===== src/rtl/inst_scheduler_pkg.sv =====
// Shared instruction-word decode for the scheduler and the instruction decoder:
// op classes, field positions and per-class resource requirements.
package pkg_inst_sched;

    typedef enum logic [2:0] {
        OP_NOP   = 3'b000,
        OP_LOAD  = 3'b001,
        OP_STORE = 3'b010,
        OP_MOVE  = 3'b011,
        OP_FETCH = 3'b100,
        OP_EXEC  = 3'b101,
        OP_RSVD  = 3'b110,
        OP_FENCE = 3'b111
    } op_t;

    typedef enum logic [1:0] {
        ST_IDLE,
        ST_DISPATCH,
        ST_WAIT_CU,
        ST_SETTLE
    } sched_state_t;

    localparam int OP_MSB = 31;
    localparam int OP_LSB = 29;
    localparam int EU_MSB = 28;
    localparam int EU_LSB = 24;

    function automatic logic needs_ldst(op_t op);
        return (op == OP_LOAD) || (op == OP_STORE);
    endfunction

    function automatic logic needs_move(op_t op);
        return (op == OP_MOVE);
    endfunction

    function automatic logic needs_eu(op_t op);
        return (op == OP_FETCH) || (op == OP_EXEC);
    endfunction

endpackage


===== src/rtl/inst_fifo.sv =====
// Synchronous in-order FIFO with level count; overflow policy belongs to the user.
module inst_fifo #(
    parameter int DEPTH = 8,
    parameter int W     = 32
) (
    input  logic                     clk,
    input  logic                     rst_n,
    input  logic                     push_i,
    input  logic                     pop_i,
    input  logic [W-1:0]             data_i,
    output logic [W-1:0]             head_o,
    output logic                     full_o,
    output logic                     empty_o,
    output logic [$clog2(DEPTH):0]   level_o
);
    localparam int AW    = $clog2(DEPTH);
    localparam int LVL_W = AW + 1;

    logic [W-1:0]  mem_q [DEPTH];
    logic [AW-1:0] wr_q;
    logic [AW-1:0] rd_q;
    logic [AW:0]   level_q;
    logic          do_push;
    logic          do_pop;

    assign empty_o = (level_q == '0);
    assign full_o  = (level_q == LVL_W'(DEPTH));
    assign level_o = level_q;
    assign head_o  = mem_q[rd_q];

    // A push into a full FIFO is accepted only when a pop frees a slot in the same cycle.
    assign do_pop  = pop_i && !empty_o;
    assign do_push = push_i && (!full_o || do_pop);

    always_ff @(posedge clk or negedge rst_n) begin
        if (!rst_n) begin
            wr_q    <= '0;
            rd_q    <= '0;
            level_q <= '0;
        end else begin
            if (do_push) wr_q <= wr_q + 1'b1;
            if (do_pop)  rd_q <= rd_q + 1'b1;
            case ({do_push, do_pop})
                2'b10:   level_q <= level_q + 1'b1;
                2'b01:   level_q <= level_q - 1'b1;
                default: level_q <= level_q;
            endcase
        end
    end

    always_ff @(posedge clk) begin
        if (do_push) mem_q[wr_q] <= data_i;
    end

endmodule


===== src/rtl/inst_scheduler.sv =====
// Host instruction queue and in-order dispatcher to the control unit.
// Define INST_SCHED_FENCE_EN to make FENCE drain all units before it retires.
module inst_scheduler #(
    parameter int DEPTH  = 8,
    parameter int EU_NUM = 32
) (
    input  logic                     clk,
    input  logic                     rst_n,
    input  logic [31:0]              h2f_io,
    input  logic                     h2f_write,
    input  logic                     ovf_clr,
    output logic                     q_full,
    output logic [$clog2(DEPTH):0]   q_level,
    output logic                     ovf,
    output logic                     sched_busy,
    output logic [31:0]              cu_inst,
    output logic                     cu_write,
    input  logic                     cu_running,
    input  logic                     ldst_busy,
    input  logic                     move_busy,
    input  logic [EU_NUM-1:0]        eu_busy
);
    import pkg_inst_sched::*;

    sched_state_t              state_q, state_d;
    logic                      rise_q, rise_d;
    logic                      cu_write_q, cu_write_d;
    logic [31:0]               cu_inst_q, cu_inst_d;
    logic                      ovf_q, ovf_d;
    logic                      pop;
    logic                      empty;
    logic [31:0]               head;
    op_t                       op;
    logic [EU_MSB-EU_LSB:0]    eu_idx;
    logic                      deps_ok;

    inst_fifo #(.DEPTH(DEPTH), .W(32)) u_fifo (
        .clk     (clk),
        .rst_n   (rst_n),
        .push_i  (h2f_write),
        .pop_i   (pop),
        .data_i  (h2f_io),
        .head_o  (head),
        .full_o  (q_full),
        .empty_o (empty),
        .level_o (q_level)
    );

    assign op     = op_t'(head[OP_MSB:OP_LSB]);
    assign eu_idx = head[EU_MSB:EU_LSB];

    assign deps_ok = !cu_running
                   && !(needs_ldst(op) && ldst_busy)
                   && !(needs_move(op) && move_busy)
                   && !(needs_eu(op)   && eu_busy[eu_idx]);

`ifdef INST_SCHED_FENCE_EN
    logic fence_ok;
    assign fence_ok = !cu_running && !ldst_busy && !move_busy && (eu_busy == '0);
`endif

    always_comb begin
        state_d    = state_q;
        rise_d     = rise_q;
        cu_write_d = 1'b0;
        cu_inst_d  = cu_inst_q;
        pop        = 1'b0;
        case (state_q)
            ST_IDLE: begin
                if (!empty) begin
                    if (op == OP_NOP || op == OP_RSVD) begin
                        pop = 1'b1;
                    end
`ifdef INST_SCHED_FENCE_EN
                    else if (op == OP_FENCE) begin
                        pop = fence_ok;
                    end
`else
                    else if (op == OP_FENCE) begin
                        pop = 1'b1;
                    end
`endif
                    else if (deps_ok) begin
                        state_d    = ST_DISPATCH;
                        cu_write_d = 1'b1;
                        cu_inst_d  = head;
                    end
                end
            end
            ST_DISPATCH: begin
                pop     = 1'b1;
                rise_d  = cu_running;
                state_d = ST_WAIT_CU;
            end
            ST_WAIT_CU: begin
                // A full high-then-low cycle of cu_running marks the instruction as issued.
                if (cu_running) rise_d = 1'b1;
                if (rise_q && !cu_running) state_d = ST_SETTLE;
            end
            ST_SETTLE: begin
                state_d = ST_IDLE;
            end
            default: state_d = ST_IDLE;
        endcase
    end

    // An overflowing write wins over a simultaneous clear.
    always_comb begin
        ovf_d = ovf_q;
        if (h2f_write && q_full && !pop) ovf_d = 1'b1;
        else if (ovf_clr)                ovf_d = 1'b0;
    end

    always_ff @(posedge clk or negedge rst_n) begin
        if (!rst_n) begin
            state_q    <= ST_IDLE;
            rise_q     <= 1'b0;
            cu_write_q <= 1'b0;
            cu_inst_q  <= '0;
            ovf_q      <= 1'b0;
        end else begin
            state_q    <= state_d;
            rise_q     <= rise_d;
            cu_write_q <= cu_write_d;
            cu_inst_q  <= cu_inst_d;
            ovf_q      <= ovf_d;
        end
    end

    assign cu_write   = cu_write_q;
    assign cu_inst    = cu_inst_q;
    assign ovf        = ovf_q;
    assign sched_busy = !empty || (state_q != ST_IDLE);

endmodule


===== config.mk =====
export PLATFORM = sky130hd
export DESIGN_NAME = inst_scheduler
export DESIGN_NICKNAME = d
export VERILOG_FILES = /design/src/rtl/inst_scheduler_pkg.sv /design/src/rtl/inst_fifo.sv /design/src/rtl/inst_scheduler.sv
export SDC_FILE = /design/constraint.sdc
export NUM_CORES = 1
export LEC_CHECK = 0
export ABC_AREA = 0
export ABC_CLOCK_PERIOD_IN_PS = 9600
export CORE_AREA = 2 2 145 147
export DETAILED_ROUTE_END_ITERATION = 12
export DIE_AREA = 0 0 147 149
export PLACE_DENSITY = 0.85
export SKIP_LAST_GASP = 1
export SLEW_MARGIN = 10
export SYNTH_ARGS = -nofsm -noshare
export SYNTH_HDL_FRONTEND = slang
export SYNTH_HIERARCHICAL = 1
export SYNTH_SLANG_ARGS = --single-unit

===== constraint.sdc =====
create_clock -name clk -period 9.6 [get_ports clk]
set_clock_uncertainty 0.15 [all_clocks]
set_input_delay 1.44 -clock clk [delete_from_list [all_inputs] [get_ports clk]]
set_output_delay 1.44 -clock clk [all_outputs]
set_load 0.02 [all_outputs]

-- Word-level counts from Yosys, hierarchy flattened
Memory sizes are Yosys's and may differ from the RTL's.
Cells that the tools add are included.
- add/subtract/negate cells: 4
- multipliers: 0
- divide/modulo/power cells: 0
- order comparisons: 1
- eq/ne operators: 19
- shift operators: 0
- mux-type cells: 24
- bitwise gates (word level): 3
- reduce and logical (&&, ||, !) cells: 33
- operator list (operator ; count):
    two-way mux 1 bit ; 14
    equality test 3 bit (second input constant) ; 4
    != test 2 bit (second input constant) ; 6
    logical AND 1 bit ; 11
    two-way mux 2 bit ; 5
    AND reduction 5 bit ; 2
    one-hot mux 2 bit (4 select lines) ; 1
    one-hot mux 4 bit (2 select lines) ; 1
    nonzero test 2 bit ; 4
    logical NOT 1 bit ; 7
    adder 3 x 1 -> 3 bit (second input constant) ; 2
    equality test 2 bit (second input constant) ; 3
    equality test 3 x 2 -> 1 bit (second input constant) ; 2
    less-than comparator 5 x 6 -> 1 bit (second input constant) ; 1
    binary-select mux 1 bit (select 5 bit) ; 1
    logical OR 1 bit ; 5
    adder 4 x 1 -> 4 bit (second input constant) ; 1
    equality test 2 x 1 -> 1 bit (second input constant) ; 2
    equality test 4 bit (second input constant) ; 1
    logical NOT 4 bit ; 1
    one-hot mux 1 bit (2 select lines) ; 2
    subtractor 4 x 1 -> 4 bit (second input constant) ; 1
    equality test 3 x 1 -> 1 bit (second input constant) ; 1
    logical NOT 3 bit ; 1
    3 further kinds ; 5
- register bits: 47
- latch bits: 0
- RAM bits: 256
- ROM bits: 0
- word-level logic and storage cells: 93
- memories kept: 1
- memory list (memory ; words ; bits a word ; read ports ; clocked after Yosys merged registers in ; write ports ; line ; source):
    u_fifo.mem_q ; 8 ; 32 ; 1 ; 0 ; 1 ; inst_fifo.sv:19 ; logic [W-1:0] mem_q [DEPTH];

-- Longest topological paths before layout
An unclocked memory read counts as a cell.
- depth in word-level cells: 13
- depth in mapped cells: 15

-- Modules after synthesis
Netlist, hierarchy kept.
- by module, submodules not included (module ; instances ; cells each ; area an instance (sq um)):
    inst_fifo ; 1 ; 436 ; 10415.0
    inst_scheduler ; 1 ; 140 ; 2003.2

-- Least setup slack after synthesis
OpenSTA, ideal clock, no wires.
- path kind: reg2reg
- start point: register u_fifo.rd_q[0]
- end point: memory u_fifo.mem_q[0][0], enable pin
- library setup time: 461 ps
- arrival time: 4964 ps
- data required time: 8989 ps
- setup slack: 4025 ps
- stages on the path, launching flop included: 12
- clock period less this slack: 5575 ps
- cell sequence: dfrtp_1 -> buf_6 -> buf_6 -> mux4_2 -> mux2_2 -> or2_2 -> o21ai_0 -> a21o_1 -> nand2b_1 -> o21a_2 -> nand2b_1 -> nor3_1
- word-level cells in the longest chain between the ends: 11
- RTL lines (item ; line ; source):
    from (decl) ; inst_fifo.sv:21 ; logic [AW-1:0] rd_q;
    from (signal assigned) ; inst_fifo.sv:42 ; if (do_pop) rd_q <= rd_q + 1'b1;
    memory read (8 x 32 bit) (*) ; - ;
    net head[30] ; inst_scheduler.sv:32 ; logic [31:0] head;
    equality test 3 bit (tied with other cells) ; inst_scheduler.sv:79 ; else if (op == OP_FENCE) begin
    two-way mux 1 bit or logical OR 1 bit (tied branches) ; inst_scheduler.sv:79, inst_scheduler.sv:71 ;
    two-way mux 1 bit (*) ; inst_scheduler.sv:71 ; if (op == OP_NOP || op == OP_RSVD) begin
    two-way mux 1 bit (*) ; inst_scheduler.sv:70 ; if (!empty) begin
    one-hot mux 1 bit (2 select lines) (*) ; inst_scheduler.sv:68 ; case (state_q)
    net pop ; inst_scheduler.sv:30 ; logic pop;
    logical AND 1 bit (*) ; inst_fifo.sv:32 ; assign do_pop = pop_i && !empty_o;
    logical OR 1 bit (*) ; inst_fifo.sv:33 ; assign do_push = push_i && (!full_o || do_pop);
    logical AND 1 bit (*) ; inst_fifo.sv:33 ;
    two-way mux 1 bit (*) ; inst_fifo.sv:52 ; if (do_push) mem_q[wr_q] <= data_i;
    two-way mux 1 bit (implied by the code) (*) ; inst_fifo.sv:52 ;
    to (decl) ; inst_fifo.sv:19 ;
The timed path passes the listed nets; every way through them passes the cells marked *.

-- Worst setup path after layout
- start point: register u_fifo.rd_q[0]
- end point: memory u_fifo.mem_q[5][16], enable pin
The elaborated chain is that of the path after synthesis.

==> impl_metrics.yaml <==
synthesis:
  synth_edf_count: 256
  synthesis.nets: 655
  syn_area_per_cell_um2: 21.6
  synthTopCellsByCount: "256 x edfxtp_1, 47 x dfrtp_1, 42 x mux4_2"
  synth_warnings: 6
  synth_ff_type: "edfxtp_1"
  synth_area_leader_cell: "edfxtp_1"
  ys_seq_elements: 303
  ys_seq_area_share_pct: 71.4
  netlist_area_um2: 12400
  synthTopCellsByArea: "edfxtp_1 62%, dfrtp_1 9.5%, mux4_2 7.6%, mux4_1 5.9%, mux2_4 3.7%"
  synth_most_common_cell: "edfxtp_1"
  yosysTopAreaCellShare_pct: 61.9
  yosysUniqueCellTypes: 50
  async_flop_share_pct: 15.5
  syn_inst: 576
cells_and_area:
  synthToLayoutAreaGrowth_pct: 18.9
  antenna_cells: 0
  nFillCells: 1163
  final_cells: 995
  final_nets: 776
  utilization_pct: 71.8
  seqCellArea_um2: 8870
  drive_gt1_share_pct: 25.0
  multiInputGateArea_um2: 3350
clock_network:
  cts_max_level: 1
  cts_hold_buf: 0
  path_clk_slew_ns: 0.06
  cts_root_buf: "clkbuf_16"
  cts-resized-gates: 0
  postCtsSetupBuffers: 0
  cts_sinks: 303
  clkLatencyLatePin_ns: 0.55
  cts_tree: "done"
  cts_buffers: 30
  clockBufferDepth: 3
floorplanning:
  core_area_um2: 20600
  start_util_pct: 60.4
  die_height_um: 149
  die_area_um2: 21900
  rows: 53
  pin_count: 111
  die_w_um: 147
place:
  dp.cells: 940
  dpl_worst_slack_ns: 4.50
  dp.final_hpwl_mm: 13.4
  gp_congestion: 0.841
  numPortBuffers: 110
timing:
  setup_viol: 0
  timing.final.crit_period_ns: 5.09
  tightest_slew_ns: 1.23
  rsz0062_at_grt: "false"
  maxSlewViolCount: 0
  hold_violations: 0
  fmax_mhz: 197
  tns_ns: 0
  relSlewSlack_pct: 17.8
  final.period_utilization_pct: 53.0
  finalWorstSetupSlack_ns: 4.51
worst_setup_path:
  worstSetupPathType: "reg2reg"
  worst_ep_required_time_ns: 9.60
  worstPathArrival_ns: 5.09
  cp_max_fo: 53
  reg2regPathDepth: 9
  r2r-end: "u_fifo/mem_q[5][16]$_DFFE_PP_"
  crit_start: "u_fifo/rd_q[0]$_DFFE_PN0N_"
  rr_startpoint: "u_fifo/rd_q[0]$_DFFE_PN0N_"
  worst_setup_path_start_kind: "register"
  ff2ff_setup_slack_ns: 4.51
  cp-end-kind: "register"
grt:
  antenna_found_initial: 0
  grt_max_degree: 67
  grt_pass1_vias: 6441
  grt_pass1_wl_mm: 36.6
  grtUsageTotal_pct: 22.0
  grt_overflow: 0
routing:
  num_vias: 5938
  via_per_inst: 5.97
  first_pass_iters: 5
  wl_met1_mm: 9.47
  ant_nets: 0
  wl_met2_mm: 12.1
  dr_wl_met3_mm: 1.38
  routed_wl_mm: 23.5
  wire_per_inst_um: 23.7
  top_layer_used: "met4"
  route.detailed.drc: 0
  drtIter0Drc: 337
hold_path:
  min_path_cells: 1
  holdCritPathClass: "reg2reg"
  hold_end: "cu_inst[16]$_DFFE_PN0P_"
  worstHoldStart: "cu_inst[16]$_DFFE_PN0P_"
pwr:
  leakage_nw: 5.21
  power_w: 0.00475
  power_density_nw_per_um2: 322
  ir_drop_mv: 0.202
status:
  status: "finished, final reports clean"
flow_run:
  cap_violations: 0
[cell families (layout without fill, tap and decap cells)]
group           after synthesis  in the layout  synth area share [%]
buf+inv                      38            182                  2.08
compound gates               23             23                  1.54
flops                       303            303                  71.4
xor+xnor                      7              7                 0.494
mux                         149            149                  21.5
fa+ha+maj                     8              8                 0.866
simple gates                 48             48                  2.11
[how the worst max path moves through the flow]
stage,endpoint,slack (ns),cells past startpoint
detailed placement,u_fifo/mem_q[7][14]$_DFFE_PP_,4.50,9
global placement,u_fifo/mem_q[5][14]$_DFFE_PP_,4.71,9
floorplan,u_fifo/mem_q[0][0]$_DFFE_PP_,4.02,11
finish,u_fifo/mem_q[5][16]$_DFFE_PP_,4.51,9
global route,u_fifo/mem_q[5][21]$_DFFE_PP_,4.13,9
CTS,u_fifo/mem_q[5][22]$_DFFE_PP_,4.45,9
[power breakdown]
group	leakage, nW	internal [W]	switching (W)	total [W]
combinational	1.84	0.000891	0.000799	0.00169
clock	0.489	0.000720	0.000468	0.00119
sequential	2.89	0.00171	0.000157	0.00187
total	5.21	0.00332	0.00142	0.00475
[placed cells by master (no fill, tap or decap), types with 10 or more instances in the layout]
master	count
inv_1	12
edfxtp_1	256
clkdlybuf4s50_1	109
clkbuf_16	31
mux2_4	31
dfrtp_1	44
mux2_2	37
mux4_1	28
mux2i_1	10
mux4_2	42
[final cells by class]
type / count / share of cell area (%)
clock buffers: 34 / 5.33
clock inverters: 21 / 1.58
inverters: 12 / 0.305
multi-input cells: 235 / 22.7
flip-flops and latches: 303 / 60.1
well taps: 275 / 2.33
repair buffers: 115 / 7.68
[worst max-delay path, cell delays in order, from the launching register on]
cell	delay (ns)
dfrtp_4	0.59
buf_4	0.79
mux4_2	0.60
mux2_2	0.32
o21ai_0	0.24
a21o_1	0.36
nand2b_1	0.18
o21a_2	0.19
nand2_1	0.23
nor2_4	1.01
[layer usage]
layer / up-vias / global-route usage [%]
li1: 2607 / -
met1: 3089 / 29.1
met2: 198 / 38.7
met3: 44 / 4.25
met4: 0 / 5.43
met5: - / 0
[sequential cells by signal, summed over array words and instances, names as in the netlist]
name and count:
ovf 1, cu_write 1, u_fifo/wr_q 3, rise_q 1, u_fifo/level_o 4, state_q 2, cu_inst 32, u_fifo/mem_q 256
u_fifo/rd_q 3
[through the flow]
| step | cell area (µm²) | hold slack, ns |
|---|---|---|
| final | 14800 | 0.362 |
| after CTS | 14800 | 0.362 |
| after floorplan | 12400 | 0.330 |
| after global routing | 14800 | 0.380 |
| after detailed placement | 13700 | 0.341 |
| after global placement | 13700 | 0.344 |
Power figures use the tool's default switching activity.
